--- config.mk ---
export PLATFORM = sky130hd
export DESIGN_NAME = reg_scoreboard
export DESIGN_NICKNAME = d
export VERILOG_FILES = /design/src/rtl/reg_scoreboard.sv
export SDC_FILE = /design/constraint.sdc
export NUM_CORES = 1
export LEC_CHECK = 0
export CAP_MARGIN = 15
export CORE_MARGIN = 2
export CORE_UTILIZATION = 40
export CTS_CLUSTER_SIZE = 16
export DETAILED_ROUTE_END_ITERATION = 12
export MAX_ROUTING_LAYER = met4
export PLACE_DENSITY = 0.56
export SYNTH_ARGS = -nofsm -noshare
export SYNTH_HDL_FRONTEND = slang
export SYNTH_SLANG_ARGS = --single-unit
--- constraint.sdc ---
create_clock -name clk -period 8.4 [get_ports clk]
set_input_delay 2.1 -clock clk [delete_from_list [all_inputs] [get_ports clk]]
set_output_delay 2.1 -clock clk [all_outputs]
set_load 0.01 [all_outputs]
--- src/rtl/reg_scoreboard.sv ---
// Register-hazard scoreboard for the decode/issue stage: per-register pending-write counters for x1..x31.
// Optional macro SCOREBOARD_BYPASS_EN lets a source read through a same-cycle writeback of its last pending write.
module reg_scoreboard #(
  parameter int CNT_W    = 2,
  parameter int NUM_REGS = 32
) (
  input  logic                clk,
  input  logic                rst,
  input  logic                flush,
  input  logic                issue_valid,
  input  logic [4:0]          issue_rs1,
  input  logic [4:0]          issue_rs2,
  input  logic                issue_uses_rs1,
  input  logic                issue_uses_rs2,
  input  logic                issue_wr_en,
  input  logic [4:0]          issue_rd,
  input  logic                wb_valid,
  input  logic [4:0]          wb_rd,
  output logic                issue_ready,
  output logic [NUM_REGS-1:0] busy_vec,
  output logic                err_underflow
);

  localparam logic [CNT_W-1:0] CNT_MAX = '1;
  localparam logic [CNT_W-1:0] CNT_ONE = {{(CNT_W-1){1'b0}}, 1'b1};

  logic [CNT_W-1:0]    cnt_q [NUM_REGS];
  logic [CNT_W-1:0]    cnt_d [NUM_REGS];
  logic [NUM_REGS-1:0] busy_q, busy_d;
  logic                err_q, err_d;

  logic rs1_pend, rs2_pend, rs1_byp, rs2_byp, rd_sat, accept, wb_under;

  assign rs1_pend = issue_uses_rs1 && (issue_rs1 != 5'd0) && (cnt_q[issue_rs1] != '0);
  assign rs2_pend = issue_uses_rs2 && (issue_rs2 != 5'd0) && (cnt_q[issue_rs2] != '0);

`ifdef SCOREBOARD_BYPASS_EN
  // The register file writes through, so the final outstanding write landing now satisfies the read.
  assign rs1_byp = wb_valid && (wb_rd == issue_rs1) && (cnt_q[issue_rs1] == CNT_ONE);
  assign rs2_byp = wb_valid && (wb_rd == issue_rs2) && (cnt_q[issue_rs2] == CNT_ONE);
`else
  assign rs1_byp = 1'b0;
  assign rs2_byp = 1'b0;
`endif

  assign rd_sat      = issue_wr_en && (issue_rd != 5'd0) && (cnt_q[issue_rd] == CNT_MAX);
  assign issue_ready = !flush && !(rs1_pend && !rs1_byp) && !(rs2_pend && !rs2_byp) && !rd_sat;
  assign accept      = issue_valid && issue_ready;
  assign wb_under    = wb_valid && (wb_rd != 5'd0) && (cnt_q[wb_rd] == '0);

  // NOTE: every always_comb output gets a default first so no path can infer a latch.
  always_comb begin
    logic inc, dec;
    busy_d = '0;
    err_d  = err_q | (wb_under && !flush);
    for (int i = 0; i < NUM_REGS; i++) begin
      cnt_d[i] = cnt_q[i];
      inc      = accept && issue_wr_en && (issue_rd == 5'(i));
      dec      = wb_valid && (wb_rd == 5'(i)) && (cnt_q[i] != '0);
      if (inc && !dec)      cnt_d[i] = cnt_q[i] + CNT_ONE;
      else if (dec && !inc) cnt_d[i] = cnt_q[i] - CNT_ONE;
      if (flush || i == 0) cnt_d[i] = '0;
      busy_d[i] = (i != 0) && !flush && (cnt_q[i] != '0);
    end
  end

  // NOTE: sequential state uses non-blocking assignments only, so every flop samples pre-edge values.
  always_ff @(posedge clk or posedge rst) begin
    if (rst) begin
      for (int i = 0; i < NUM_REGS; i++) cnt_q[i] <= '0;
      busy_q <= '0;
      err_q  <= 1'b0;
    end else begin
      for (int i = 0; i < NUM_REGS; i++) cnt_q[i] <= cnt_d[i];
      busy_q <= busy_d;
      err_q  <= err_d;
    end
  end

  assign busy_vec      = busy_q;
  assign err_underflow = err_q;

endmodule

# After elaboration in Yosys (flattened, before gate mapping)
# Index checks and enable logic that the tools add are counted.
# Widths: inputs -> output; s select.
[op_classes]
n_addsub = 62
n_lt_le_gt_ge = 4
eq_ne = 63
n_mux = 105
n_bitwise = 5
n_reduce_logical = 335
[ops]
columns = ["op", "n"]
rows = [
  ["$mux 2", 101],
  ["$logic_and 1x1->1", 200],
  ["$eq 5x5->1 const B", 32],
  ["$reduce_bool 3->1", 31],
  ["$eq 5x4->1 const B", 16],
  ["$logic_not 1->1", 66],
  ["$reduce_bool 2->1", 33],
  ["$add 2x1->2 const B", 31],
  ["$sub 2x1->2 const B", 31],
  ["$bmux 2 s5", 4],
  ["$eq 5x3->1 const B", 8],
  ["$ge 6x6->1 const B", 4],
  ["$not 5->6", 4],
  ["$eq 5x2->1 const B", 4],
  ["$reduce_bool 5->1", 4],
  ["$eq 5x1->1 const B", 2],
  ["$eq 2x2->1 const B", 1],
  ["$logic_not 2->1", 1],
  ["$or 1x1->1", 1],
]
[totals]
ff_bits = 94
inputBits = 28
out_inout_bits = 34
wordCells = 607

# Logic depth before layout (Yosys ltp)
[depth]
ltp_word = 18
ltp_mapped = 11
depth_no_buf = 7

# Worst setup path after synthesis
# Ideal clock, no wire load.
[synth_timing]
path_kind = "input-to-output"
start = "input port issue_rs2[1]"
end = "output port issue_ready"
arrival_time_ns = 3.962
required_time_ns = 6.300
path_slack_ns = 2.338
stages = 8
path_buffers = 2
path_cell_list = "buf_2 > mux4_2 > mux2_2 > o211ai_2 > buf_2 > a21oi_2 > nand2_1 > inv_1"
[synth_between]
elab_chain_cells = 9
elab_cells_between_ends = 11
cone_classes = "mux (3); bitwise (1); reduce/logical (7)"
[synth_rtl]
columns = ["element", "line_no", "rtl"]
rows = [
  ["from (decl)", "12", "input logic [4:0] issue_rs2,"],
  ["$not 5->6 (implied by the code)", "35", "assign rs2_pend = issue_uses_rs2 && (issue_rs2 != 5'd0) && (cnt_q[issue_rs2] != '0);"],
  ["$bmux 2 s5", "35", ""],
  ["$mux 2 (implied by the code) (2 in series)", "35", ""],
  ["$reduce_bool 2->1", "35", ""],
  ["$logic_and 1x1->1 *", "35", ""],
  ["$logic_not 1->1 *", "47", "assign issue_ready = !flush && !(rs1_pend && !rs1_byp) && !(rs2_pend && !rs2_byp) && !rd_sat;"],
  ["$logic_and 1x1->1 * (2 in series)", "47", ""],
  ["to (decl)", "19", "output logic issue_ready,"],
]
# Mark *: on every way between the ends. The rest lies on a longest branch, timed or not. The select of a mux whose other input is x is not followed.

# Worst setup path after layout
[layout_timing]
start = "input port issue_rs2[0]"
end = "output port issue_ready"
# The elaborated chain is that of the path after synthesis.

==> summary.md <==
| Metric | Value |
|---|---|
| Worst setup path category | in -> out |
| Initial antenna violation count | 0 |
| PD cells | 135 mW/mm2 |
| #FFs+latches synth | 94 |
| Flop pwr share | 0.444 |
| DRC viols | 0 |
| Worst Tran Pin Value | 1.16 ns |
| Fmax | 136 MHz |
| Post-DP HPWL | 15800 um |
| Routed Antenna Nets | 0 |
| Switching share of power | 0.287 |
| Most frequent cells in the layout | nor2_1 (99), dfrtp_1 (94), nand2_1 (79), clkdlybuf4s50_1 (59), nand3_1 (39) |
| Slowest-stage cell, CP | clkdlybuf4s50_1 |
| Sink Count | 94 |
| CTS Buffer Depth | 2 |
| Clk_lat worst skew | 0.36 ns |
| Cells after Synth | 752 |
| CP delay by family, top | buffers and inverters |
| Hold Slack | 0.497 ns |
| Initial Utilization | 0.410 |
| CP Max Fanout | 16 |
| Total core area | 0.0159 mm2 |
| Min Tclk post-route | 7.37 ns |
| Slew Viols, Final | 0 |
| GPL Wtd Cong | 0.921 |
| Count of routing violations after the opening detailed-route iteration | 775 |
| Post-route cell area | 0.00756 mm2 |
| Final setup fails | 0 |
| WL/cell | 22.2 um |
| Die area | 0.0174 mm2 |
| Worst EP required | 6.30 ns |
| First-pass GRT wire length | 34700 um |
| Top FF cell, synth | dfrtp_1 |
| Power share of the clock group | 0.432 |
| Area growth syn-to-layout | 15.6% |
| Ys async rst share | 1.00 |
| Placed cell count | 985 |
| Post CTS Setup Buffer Count | 0 |
| Num CTS Buffers | 9 |
| Syn_area_per_cell | 8.70 um2 |
| Hold bufs inserted after CTS | 0 |
| Root Driver | clkbuf_16 |
| Critical Path AT | 5.27 ns |
| Worst setup EP type | output pin |
| Total I/O pin count | 62 |
| Post-synth EDFFs | 0 |
| Final WL | 22200 um |
| Clk_skew | 0.0105 ns |
| Dpl ws | 1.07 ns |
| NetSw | 0.294 mW |
| Register area share after synthesis | 0.359 |
| Peak supply drop | 0.116 mV |
| Number of distinct library cells after synthesis | 70 |
| Chip height | 132 um |
| Layout Cells excl Fill | 1001 |
| Critical path, cell by cell | clkdlybuf4s50_1 -> or3b_1 -> a31oi_1 -> a221oi_1 -> a211o_2 -> a21oi_2 -> nand2_1 -> inv_1 -> clkdlybuf4s50_1 |
| Leakage | 2.90 nW |
| Resize count post-CTS | 0 |
| Clk slew on worst S/H paths | 0.08 ns |
| CTS tree | done |
| Commonest non-fill, non-tap cell in the layout | nor2_1 |
| Pwr Total | 1.02 mW |
| Layout cells sized above 1 | 0.113 |
| Antenna diode count | 0 |
| Comb power frac | 0.124 |
| Gr usage total | 0.265 |
| Rows | 46 |
| Nets | 808 |
| CP peak stage delay | 0.78 ns |
| Mapped Nets | 780 |
| Via-per-instance ratio | 6.33 |
| Number of max-cap violations | 0 |
| Vias in the first global route | 5888 |
| H-tree depth | 3 |
| Hold WC Path Type | reg -> reg |
| Cell Area, Synth | 0.00654 mm2 |
| Final Cycle Share | 0.878 |
| Drt pass-1 iters | 5 |
| Minimum setup slack in the final design | 1.03 ns |
| Slew headroom | 0.223 |
| Die width | 132 um |
| CP bufs+invs | 3 |
| DR vias | 6338 |
| Finished Core Util | 0.474 |
| Synth warnings | 0 |
| Startpoint Class | primary input |
| Placed instance area | 0.00725 mm2 |
| Setup TNS | 0 ns |
| Port bufs | 60 |
| Largest net degree at the start of global routing | 93 |
| Grt total ovfl | 0 |
| RSZ-0062 raised after global routing | false |
| Most used cell, CP | clkdlybuf4s50_1 |
| Hold Violations, Final | 0 |
| Power Internal | 0.729 mW |
| Status | finished, final reports clean |
-- Yosys cell counts, types with 4 or more instances --
cell	count	area, um2
a2111oi_2	8	120
a211oi_1	13	97.6
a21bo_2	6	60.1
a21boi_0	4	30.0
a21o_1	5	37.5
a21oi_1	31	155
a22oi_1	6	45.0
a31oi_1	21	131
a41oi_1	8	70.1
and2_1	9	56.3
and3_1	5	31.3
and4_1	11	96.3
buf_2	14	70.1
clkbuf_1	33	124
dfrtp_1	94	2350
inv_1	18	67.6
mux2_2	7	78.8
mux2i_1	7	70.1
mux4_2	23	518
nand2_1	79	297
nand2b_1	9	56.3
nand3_1	39	195
nand4_1	5	31.3
nor2_1	99	372
nor2b_1	8	50.1
nor3_1	23	115
nor3b_1	20	150
nor4_1	21	131
o211ai_1	5	37.5
o21ai_0	36	180
o22ai_1	4	25.0
o31ai_1	4	30.0
or2_2	5	31.3
or3_1	6	37.5
or4_1	9	67.6
-- kinds of logic after synthesis --
| group | after synthesis | synth area share |
|---|---|---|
| AOI/OAI and AO/OA | 187 | 0.209 |
| buffers and inverters | 71 | 0.0463 |
| DFF | 94 | 0.359 |
| muxes | 38 | 0.104 |
| other | 1 | 0.000573 |
| and+or+nand+nor | 361 | 0.280 |
-- power groups by stage --
stage	Combinational, mW	Clock, mW	Sequential (mW)
after global placement	0.124	0	0.463
after global routing	0.138	0.470	0.454
after detailed placement	0.126	0	0.463
after floorplan	0.0804	0	0.463
after CTS	0.126	0.451	0.454
final	0.127	0.442	0.454
-- routing by layer --
layer / track usage / vias up / wire [um]
li1: - / 2905 / -
met1: 0.389 / 3127 / 10400
met2: 0.381 / 271 / 9840
met3: 0.0361 / 35 / 1460
met4: 0.0791 / 0 / 457
met5: - / - / 0
-- registers in the layout, summed over array words and instances, names as in the netlist --
register       flops
cnt_q             62
busy_vec          31
err_underflow      1
-- worst paths after layout --
kind                       cells after the start     startpoint             to  slack (ns)
setup / recovery                               9   issue_rs2[0]    issue_ready        1.03
hold / removal                                 1  err_underflow  err_underflow        0.50
setup reg to reg                               8       cnt_q[0]      cnt_q[61]        4.99
hold reg to reg                                1  err_underflow  err_underflow        0.50
max in group asynchronous                      3            rst      cnt_q[23]        5.12
min in group asynchronous                      2            rst    busy_vec[2]        2.05
-- layout make-up --
class	count	area, um2
Sequential cell	94	2350
Timing Repair Buffer	70	671
Multi-Input combinational cell	587	3890
Tap cell	216	270
Fill cell	1522	8380
Clock buffer	9	225
Clock inverter	7	85.1
Inverter	18	70.1
Power figures use the tool's default switching activity.
